==> src/rtl/retire_trace_buffer.sv <==
// retire_trace_buffer
//   Passive retire-trace capture. Packs every cycle that has an architectural
//   side effect (a register write to a non-zero register and/or a data-memory
//   access) into one entry and queues it in a FIFO. The FIFO drains over a
//   valid/ready stream. The core is never stalled: when the FIFO is full,
//   entries are dropped and counted.
//
//   Optional build macro: TRACE_CYCLE_STAMP_EN
//     When defined, a 32-bit free-running cycle counter is added. Its value
//     at the capture edge is prepended as the MSBs of each entry.
//
//   Entry layout, MSB to LSB:
//     [stamp(32)] reg_vld | reg_num(5) | reg_data | mem_op(2) | addr | mem_data

module retire_trace_buffer #(
  parameter int DEPTH  = 16,
  parameter int ADDR_W = 9,
  parameter int DATA_W = 32,
`ifdef TRACE_CYCLE_STAMP_EN
  localparam int STAMP_W = 32,
`else
  localparam int STAMP_W = 0,
`endif
  localparam int ENTRY_W = 2*DATA_W + ADDR_W + 8 + STAMP_W,
  localparam int PTR_W   = $clog2(DEPTH),
  localparam int LVL_W   = $clog2(DEPTH) + 1
) (
  input  logic               clk,
  input  logic               reset,
  input  logic               reg_write_sig,
  input  logic [4:0]         reg_num,
  input  logic [DATA_W-1:0]  reg_data,
  input  logic               wr,
  input  logic               rd,
  input  logic [ADDR_W-1:0]  addr,
  input  logic [DATA_W-1:0]  wr_data,
  input  logic [DATA_W-1:0]  rd_data,
  output logic               out_valid,
  input  logic               out_ready,
  output logic [ENTRY_W-1:0] out_entry,
  output logic [LVL_W-1:0]   level,
  output logic               ovf,
  output logic [15:0]        drop_cnt,
  input  logic               clear_ovf
);

  localparam logic [LVL_W-1:0] LVL_FULL = LVL_W'(DEPTH);

  logic               reg_vld;
  logic [1:0]         mem_op;
  logic               ev;
  logic [4:0]         num_f;
  logic [DATA_W-1:0]  rdata_f;
  logic [ADDR_W-1:0]  addr_f;
  logic [DATA_W-1:0]  mdata_f;
  logic [ENTRY_W-1:0] new_entry;

  logic               full;
  logic               push;
  logic               pop;
  logic               drop;

  logic [PTR_W-1:0]   wr_ptr;
  logic [PTR_W-1:0]   rd_ptr;
  logic [ENTRY_W-1:0] fifo_mem [DEPTH];

`ifdef TRACE_CYCLE_STAMP_EN
  logic [31:0]        cycle_cnt;

  // Free-running stamp counter, independent of FIFO state; wraps at 2^32.
  always_ff @(posedge clk or negedge reset) begin
    if (!reset) begin
      cycle_cnt <= '0;
    end else begin
      cycle_cnt <= cycle_cnt + 32'd1;
    end
  end
`endif

  // Event detection and entry packing, with unused fields forced to zero so
  // that identical events always produce identical entries.
  always_comb begin
    reg_vld = reg_write_sig && (reg_num != 5'd0);
    mem_op  = {wr, rd};
    ev      = reg_vld || wr || rd;

    num_f   = reg_vld ? reg_num  : '0;
    rdata_f = reg_vld ? reg_data : '0;
    addr_f  = (mem_op != 2'b00) ? addr : '0;

    case (mem_op)
      2'b01:   mdata_f = rd_data;
      2'b10:   mdata_f = wr_data;
      2'b11:   mdata_f = wr_data;
      default: mdata_f = '0;
    endcase

`ifdef TRACE_CYCLE_STAMP_EN
    new_entry = {cycle_cnt, reg_vld, num_f, rdata_f, mem_op, addr_f, mdata_f};
`else
    new_entry = {reg_vld, num_f, rdata_f, mem_op, addr_f, mdata_f};
`endif
  end

  // Handshake decode. A pop frees a slot in the same cycle, so a push into a
  // full FIFO still succeeds when the sink is draining.
  always_comb begin
    out_valid = (level != '0);
    full      = (level == LVL_FULL);
    pop       = out_valid && out_ready;
    push      = ev && (!full || pop);
    drop      = ev && full && !pop;
  end

  // Entry storage; contents are don't-care until referenced by the pointers,
  // so the array itself is not reset.
  always_ff @(posedge clk) begin
    if (push) begin
      fifo_mem[wr_ptr] <= new_entry;
    end
  end

  assign out_entry = fifo_mem[rd_ptr];

  // Pointers wrap naturally modulo DEPTH (power of two); level tracks
  // occupancy so full and empty are never ambiguous.
  always_ff @(posedge clk or negedge reset) begin
    if (!reset) begin
      wr_ptr <= '0;
      rd_ptr <= '0;
      level  <= '0;
    end else begin
      if (push) begin
        wr_ptr <= wr_ptr + 1'b1;
      end
      if (pop) begin
        rd_ptr <= rd_ptr + 1'b1;
      end
      if (push && !pop) begin
        level <= level + 1'b1;
      end else if (pop && !push) begin
        level <= level - 1'b1;
      end
    end
  end

  // Overflow bookkeeping. A drop in the same cycle as clear_ovf wins, so the
  // dropped entry is never silently lost from the count.
  always_ff @(posedge clk or negedge reset) begin
    if (!reset) begin
      ovf      <= 1'b0;
      drop_cnt <= '0;
    end else if (drop) begin
      ovf <= 1'b1;
      if (clear_ovf) begin
        drop_cnt <= 16'd1;
      end else if (drop_cnt != 16'hFFFF) begin
        drop_cnt <= drop_cnt + 16'd1;
      end
    end else if (clear_ovf) begin
      ovf      <= 1'b0;
      drop_cnt <= '0;
    end
  end

endmodule
==> config.mk <==
export PLATFORM = sky130hd
export DESIGN_NAME = retire_trace_buffer
export DESIGN_NICKNAME = d
export VERILOG_FILES = /design/src/rtl/retire_trace_buffer.sv
export SDC_FILE = /design/constraint.sdc
export NUM_CORES = 1
export LEC_CHECK = 0
export ABC_AREA = 1
export BUFFER_PORTS_ARGS = -buffer_cell sky130_fd_sc_hd__buf_2
export CORE_MARGIN = 2
export CORE_UTILIZATION = 55
export DETAILED_ROUTE_END_ITERATION = 10
export PLACE_DENSITY = 0.74
export SLEW_MARGIN = 25
export SYNTH_ARGS = -nofsm -noshare
export SYNTH_HDL_FRONTEND = slang
export SYNTH_SLANG_ARGS = --single-unit
==> constraint.sdc <==
create_clock -name clk -period 5.3 [get_ports clk]
set_input_delay 1.06 -clock clk [delete_from_list [all_inputs] [get_ports clk]]
set_output_delay 1.06 -clock clk [all_outputs]
set_load 0.03 [all_outputs]
==> flow_metrics.py, run 1 <==
metrics = {
    "worst_setup_path": {
        "timing.rr.start": "level[0]",
        "cp-endpoint": "out_entry[23]",
        "start_kind": "register",
        "crit_fanout": 125,
        "end_kind": "output pin",
        "critical_path.startpoint": "rd_ptr[1]",
        "r2r_setup_slack_ns": 2.11,
        "crit_arrival_ns": 3.52,
        "cp.required_ns": 4.24,
        "criticalPathCategory": "reg -> out",
        "reg2regPathDepth": 15,
        "timing.rr.end": "level[4]",
    },
    "drt": {
        "initialDrtViolationCount": 3963,
        "avgViaCountPerCell": 6.187,
        "post_drt_wl_per_cell_um": 24.20,
        "first_pass_iters": 5,
        "wl_um": 132500,
        "drcViolationCount": 0,
        "ant_nets": 0,
        "vias": 33875,
    },
    "clock_tree": {
        "cts_resized": 0,
        "clk_path_buf_depth": 3,
        "htree_levels": 4,
        "clk_pin_slew_ns": 0.06,
        "clockRootBuffer": "clkbuf_16",
        "tritoncts": "built",
        "cts.sinks": 1326,
        "cts_buffers": 132,
        "cts_hold_buf": 0,
        "post-cts-setup-buffer-count": 0,
        "worstSkewPairLatency_ns": 0.75,
    },
    "synth": {
        "synth_simple_gate_area_share_pct": 9.036,
        "synth_seq_area_share_pct": 75.21,
        "synth_compound_area_share_pct": 12.27,
        "synthMuxAreaShare_pct": 0,
        "synth-xor-area-share_pct": 0.1827,
        "synth_fa_ha_area_share_pct": 0.2752,
        "synthesis.area_um2": 52740,
        "syn_avg_cell_area_um2": 13.20,
        "ys_ff_latch": 1326,
        "synth_cell_types": 32,
        "synth_top_family_by_area": "compound AO/OA/AOI/OAI gates",
        "yosysWarnings": 0,
        "synth_nets": 4123,
        "syn-instance-count": 3995,
    },
    "cells_and_area": {
        "final_util_pct": 62.28,
        "seq_area_um2": 39680,
        "instances_no_fill": 5475,
        "layout.nets": 4247,
        "syn_to_final_growth_pct": 12.19,
        "multi_input_area_um2": 11600,
        "fill_cells": 7049,
        "drive_gt1_share_pct": 11.45,
    },
    "placement": {
        "gp_congestion": 0.7701,
        "dp_cells": 5248,
        "hpwl_um": 62040,
        "io_buffers": 220,
    },
    "power": {
        "swShare_pct": 38.61,
        "combPwrFrac_pct": 35.1,
        "p_seq_share_pct": 39.6,
        "power_leakage_nw": 19.84,
        "p_total_mw": 35.16,
        "p_switching_mw": 13.57,
        "p_int_mw": 21.58,
        "p_clk_share_pct": 25.3,
        "ir_worst_vdd_mv": 0.7645,
        "power_density_nw_per_um2": 594.1,
    },
    "global_routing": {
        "grt_pass1_wl_um": 198200,
        "antenna_found_initial": 3,
        "overflow": 0,
        "gr-usage-all-layers_pct": 26.73,
        "grt_pass1_vias": 32899,
        "grt_max_degree": 265,
    },
    "floorplan": {
        "core_area_um2": 95010,
        "initial_core_util_pct": 55.51,
        "die_area_um2": 98390,
        "ios": 221,
        "row_count": 113,
        "fp.dieW_um": 313.7,
        "fp.dieH_um": 313.7,
    },
    "flow_run": {
        "drv_cap": 0,
    },
    "sta": {
        "holdWs_ns": 0.3871,
        "worstMarginPinSlew_ns": 1.069,
        "finalSetupViolations": 0,
        "finalClockSkew_ns": 0.02849,
        "max_slew_margin_pct": 28.75,
        "period_minus_slack_ns": 4.576,
        "rsz0062_at_grt": "no",
        "finalSetupTns_ns": 0,
        "timing.final.crit_share_pct": 86.35,
        "hold_viol_final": 0,
        "slew_violations": 0,
        "fmax_ghz": 0.2185,
    },
    "outcome": {
        "status": "finished clean",
    },
    "min_path": {
        "hold_path_class": "in -> async",
    },
}
==> how the worst min path moves through the flow <==
stage | to | depth (start not counted) | slack, ns | from
3_3_place_gp | ovf | 2 | 0.47 | ovf
5_1_grt | drop_cnt[15] | 1 | 0.42 | reset
2_1_floorplan | wr_ptr[2] | 1 | 0.50 | wr_ptr[2]
6_report | drop_cnt[15] | 1 | 0.39 | reset
3_5_place_dp | ovf | 2 | 0.48 | ovf
4_1_cts | level[0] | 1 | 0.37 | reset
==> cell usage after synthesis, drive strengths merged <==
cell / instances / share of area [%]
edfxtp: 1296 / 74
nor2: 796 / 5.7
o21ai: 671 / 6.4
nand2: 216 / 1.5
clkbuf: 195 / 1.4
o221ai: 188 / 3.1
nand3: 170 / 1.6
o211ai: 137 / 1.9
buf: 92 / 0.98
inv: 90 / 0.64
o22ai: 53 / 0.63
dfrtp: 30 / 1.4
a21oi: 14 / 0.13
nand4: 12 / 0.14
ha: 10 / 0.24
xor2: 9 / 0.15
nor3: 5 / 0.047
o21bai: 3 / 0.043
clkinv: 2 / 0.017
xnor2: 2 / 0.033
a21o: 1 / 0.014
a31oi: 1 / 0.012
fa: 1 / 0.038
or2: 1 / 0.012
==> state kept, by name, indices dropped and copies added, names as in the netlist <==
name      flops
drop_cnt     16
fifo_mem   1296
level         5
ovf           1
rd_ptr        4
wr_ptr        4
==> worst max-delay path, cell delays in order, from the launching register on <==
cell      delay [ns]
dfrtp_4         0.64
inv_8           0.59
buf_4           0.45
o21ai_0         0.18
o221ai_1        0.25
nand3_1         0.11
nand2_1         0.20
buf_2           0.24
==> placed cells by master (no fill, tap or decap), types with 5 or more instances in the layout <==
master,count
clkbuf_16,137
nand3_1,169
nand4_1,12
clkbuf_1,32
xor2_1,9
inv_6,5
buf_12,22
clkinv_2,15
buf_4,32
inv_1,87
o21ai_0,658
dfrtp_1,26
ha_1,10
o22ai_1,53
a21oi_1,14
nor3_1,5
edfxtp_1,1296
nor2_4,16
clkinvlp_4,5
buf_2,220
o221ai_1,188
o211ai_1,137
o21ai_1,13
nor2_1,777
nand2_1,215
bufinv_16,7
clkinv_1,18
==> stage by stage <==
step | instance area [um^2] | setup slack [ns]
after floorplan | 52740 | -0.4157
after global placement | 55030 | 1.362
after detailed placement | 55030 | 1.344
after CTS | 59110 | 0.7258
after global routing | 59170 | 0.5637
final | 59170 | 0.7237
==> cells by family after synthesis <==
family	after synthesis
buf+inv	379
fa+ha+maj	11
xor+xnor	11
compound gates	1068
simple gates	1200
flops	1326
==> area by class of cell <==
| cell class | count | area share [%] |
|---|---|---|
| Timing Repair Buffer | 277 | 3.123 |
| Multi-Input combinational cell | 2290 | 19.61 |
| Inverter | 92 | 0.6364 |
| Clock inverter | 54 | 0.8711 |
| Antenna cell | 1 | 0.004229 |
| Sequential cell | 1326 | 67.06 |
| Tap cell | 1265 | 2.675 |
| Clock buffer | 170 | 6.020 |
==> routing by layer <==
layer	wire, um	share of wire [%]	global-route usage (%)	up-vias
met1	52950	40	37.02	16713
met4	3290	2.5	8.406	2
met2	64080	48	43.51	1748
met3	12150	9.2	4.836	244
met5	18	0.014	0	-
li1	-	-	-	15168
==> power groups by stage <==
stage          Clock [mW]  Combinational [mW]  Sequential (mW)
2_1_floorplan           0                8.19             14.1
5_1_grt              9.37                13.3             14.0
6_report             8.89                12.4             13.9
3_5_place_dp            0                12.3             14.1
4_1_cts              8.99                12.3             13.9
3_3_place_gp            0                12.0             14.1
No activity file was read; power rests on OpenSTA's default activity.
==> inputs of run 2 (changes only) <==
Settings changed: REMOVE_ABC_BUFFERS set to 1.
==> run 2 against run 1 <==
Against the previous run:
- clock power fell by 1%
- power fell by 0.13%
- fmax fell by 1.2%
- critical path type unchanged
- largest cell class unchanged
- largest power group unchanged
==> flow_metrics.py, run 2 (synthesis results as in run 1) <==
metrics = {
    "outcome": {
        "status": "finished clean",
    },
    "placement": {
        "post_dp_cell_area_um2": 55190,
        "preCtsSetupSlack_ns": 1.476,
        "hpwl_um": 66530,
        "gp_congestion": 0.8073,
        "io_buffers": 220,
    },
    "worst_setup_path": {
        "end_kind": "output pin",
        "cp.required_ns": 4.24,
        "path_buf_inv": 3,
        "crit_fanout": 134,
        "start_kind": "register",
        "crit_arrival_ns": 3.57,
        "critPathMaxStageDelay_ns": 0.72,
        "crit_slowest_cell": "dfrtp_4",
        "criticalPathCategory": "reg -> out",
        "cp_top_family": "buffers and inverters",
        "crit_path_cell_trace": "inv_8, buf_4, o21ai_0, o221ai_1, nand3_1, nand2_1, buf_2",
    },
    "sta": {
        "finalClockSkew_ns": 0.01800,
        "fmax_ghz": 0.2159,
        "hold_viol_final": 0,
        "finalSetupTns_ns": 0,
        "worstMarginPinSlew_ns": 1.283,
        "slew_violations": 0,
        "holdWs_ns": 0.3775,
        "rsz0062_at_grt": "no",
        "max_slew_margin_pct": 14.48,
        "layout_setup_ws_ns": 0.6687,
        "finalSetupViolations": 0,
        "period_minus_slack_ns": 4.631,
        "timing.final.crit_share_pct": 87.38,
    },
    "floorplan": {
        "fp.dieW_um": 313.7,
        "row_count": 113,
        "fp.dieH_um": 313.7,
        "initial_core_util_pct": 55.51,
        "die_area_um2": 98390,
        "ios": 221,
        "core_area_um2": 95010,
    },
    "power": {
        "power_leakage_nw": 19.87,
        "p_total_mw": 35.11,
        "p_seq_share_pct": 39.6,
        "p_clk_share_pct": 25.0,
        "combPwrFrac_pct": 35.3,
        "p_int_mw": 21.45,
        "ir_worst_vdd_mv": 0.5931,
        "p_switching_mw": 13.66,
        "swShare_pct": 38.92,
        "power_density_nw_per_um2": 593.0,
    },
    "clock_tree": {
        "worstSkewPairLatency_ns": 0.74,
        "clk_path_buf_depth": 3,
        "clockRootBuffer": "clkbuf_16",
        "tritoncts": "built",
        "post-cts-setup-buffer-count": 0,
        "cts_resized": 0,
        "clk_pin_slew_ns": 0.06,
        "cts_buffers": 132,
        "cts_hold_buf": 0,
        "htree_levels": 4,
        "cts.sinks": 1326,
    },
    "cells_and_area": {
        "drive_gt1_share_pct": 11.63,
        "final_common_cell": "edfxtp_1",
        "layout_common_cells": "edfxtp_1 (1296), nor2_1 (774), o21ai_0 (658)",
        "largestRegisters": "fifo_mem: 1296 flops, drop_cnt: 16 flops, level: 5 flops",
        "fill_cells": 6971,
        "top_register": "fifo_mem",
        "stdcell_area_um2": 59200,
        "largest_reg_flops": 1296,
        "syn_to_final_growth_pct": 12.25,
        "layout.nets": 4261,
    },
    "drt": {
        "drcViolationCount": 0,
        "vias": 34428,
        "initialDrtViolationCount": 4886,
        "post_drt_wl_per_cell_um": 24.49,
        "wl_um": 134600,
        "first_pass_iters": 6,
        "avgViaCountPerCell": 6.264,
        "ant_nets": 0,
    },
    "global_routing": {
        "grt_max_degree": 226,
        "antenna_found_initial": 3,
        "overflow": 0,
        "grt_pass1_wl_um": 202300,
        "gr-usage-all-layers_pct": 27.26,
        "grt_pass1_vias": 33594,
    },
    "min_path": {
        "hold_path_class": "in -> async",
    },
    "flow_run": {
        "drv_cap": 0,
    },
}
## run 2: through the flow
step,cells,util [%]
after floorplan,3708,-
after global placement,5264,58.09
after detailed placement,5264,58.09
after CTS,5494,62.30
after global routing,5494,62.31
final,5496,62.31
## run 2: power by group through the flow
stage / combinational, mW / sequential, mW / clock (mW)
after CTS: 12.4 / 13.9 / 8.88
after floorplan: 6.53 / 14.7 / 0
final: 12.4 / 13.9 / 8.79
after global routing: 13.4 / 14.0 / 9.28
after global placement: 12.1 / 14.1 / 0
after detailed placement: 12.3 / 14.1 / 0
## run 2: cell type report
cell class	instances	area [um^2]	share of cell area, %
Tap cell	1265	1583	2.673
Clock buffer	166	3495	5.903
Timing Repair Buffer	291	1947	3.288
Sequential cell	1326	39680	67.03
Clock inverter	64	506.7	0.8559
Inverter	92	374.1	0.6319
Multi-Input combinational cell	2290	11610	19.61
Antenna cell	2	5.005	0.008453
## run 2: final timing paths
kind	depth (start not counted)	to	startpoint	slack, ns
max	7	out_entry[2]	rd_ptr[1]	0.67
min	1	ovf	reset	0.38
max reg2reg	15	level[4]	level[0]	2.10
min reg2reg	2	ovf	ovf	0.49
max in group asynchronous	1	rd_ptr[1]	reset	4.37
min in group clk	2	ovf	ovf	0.49
## run 2: layer usage
layer | share of wire (%) | GRT usage (%) | vias up | wire length [um]
li1 | - | - | 15201 | -
met1 | 39 | 37.10 | 16975 | 52250
met2 | 48 | 44.09 | 1954 | 64710
met3 | 9.6 | 4.849 | 298 | 12930
met4 | 3.5 | 10.86 | 0 | 4734
met5 | 0 | 0 | - | 0
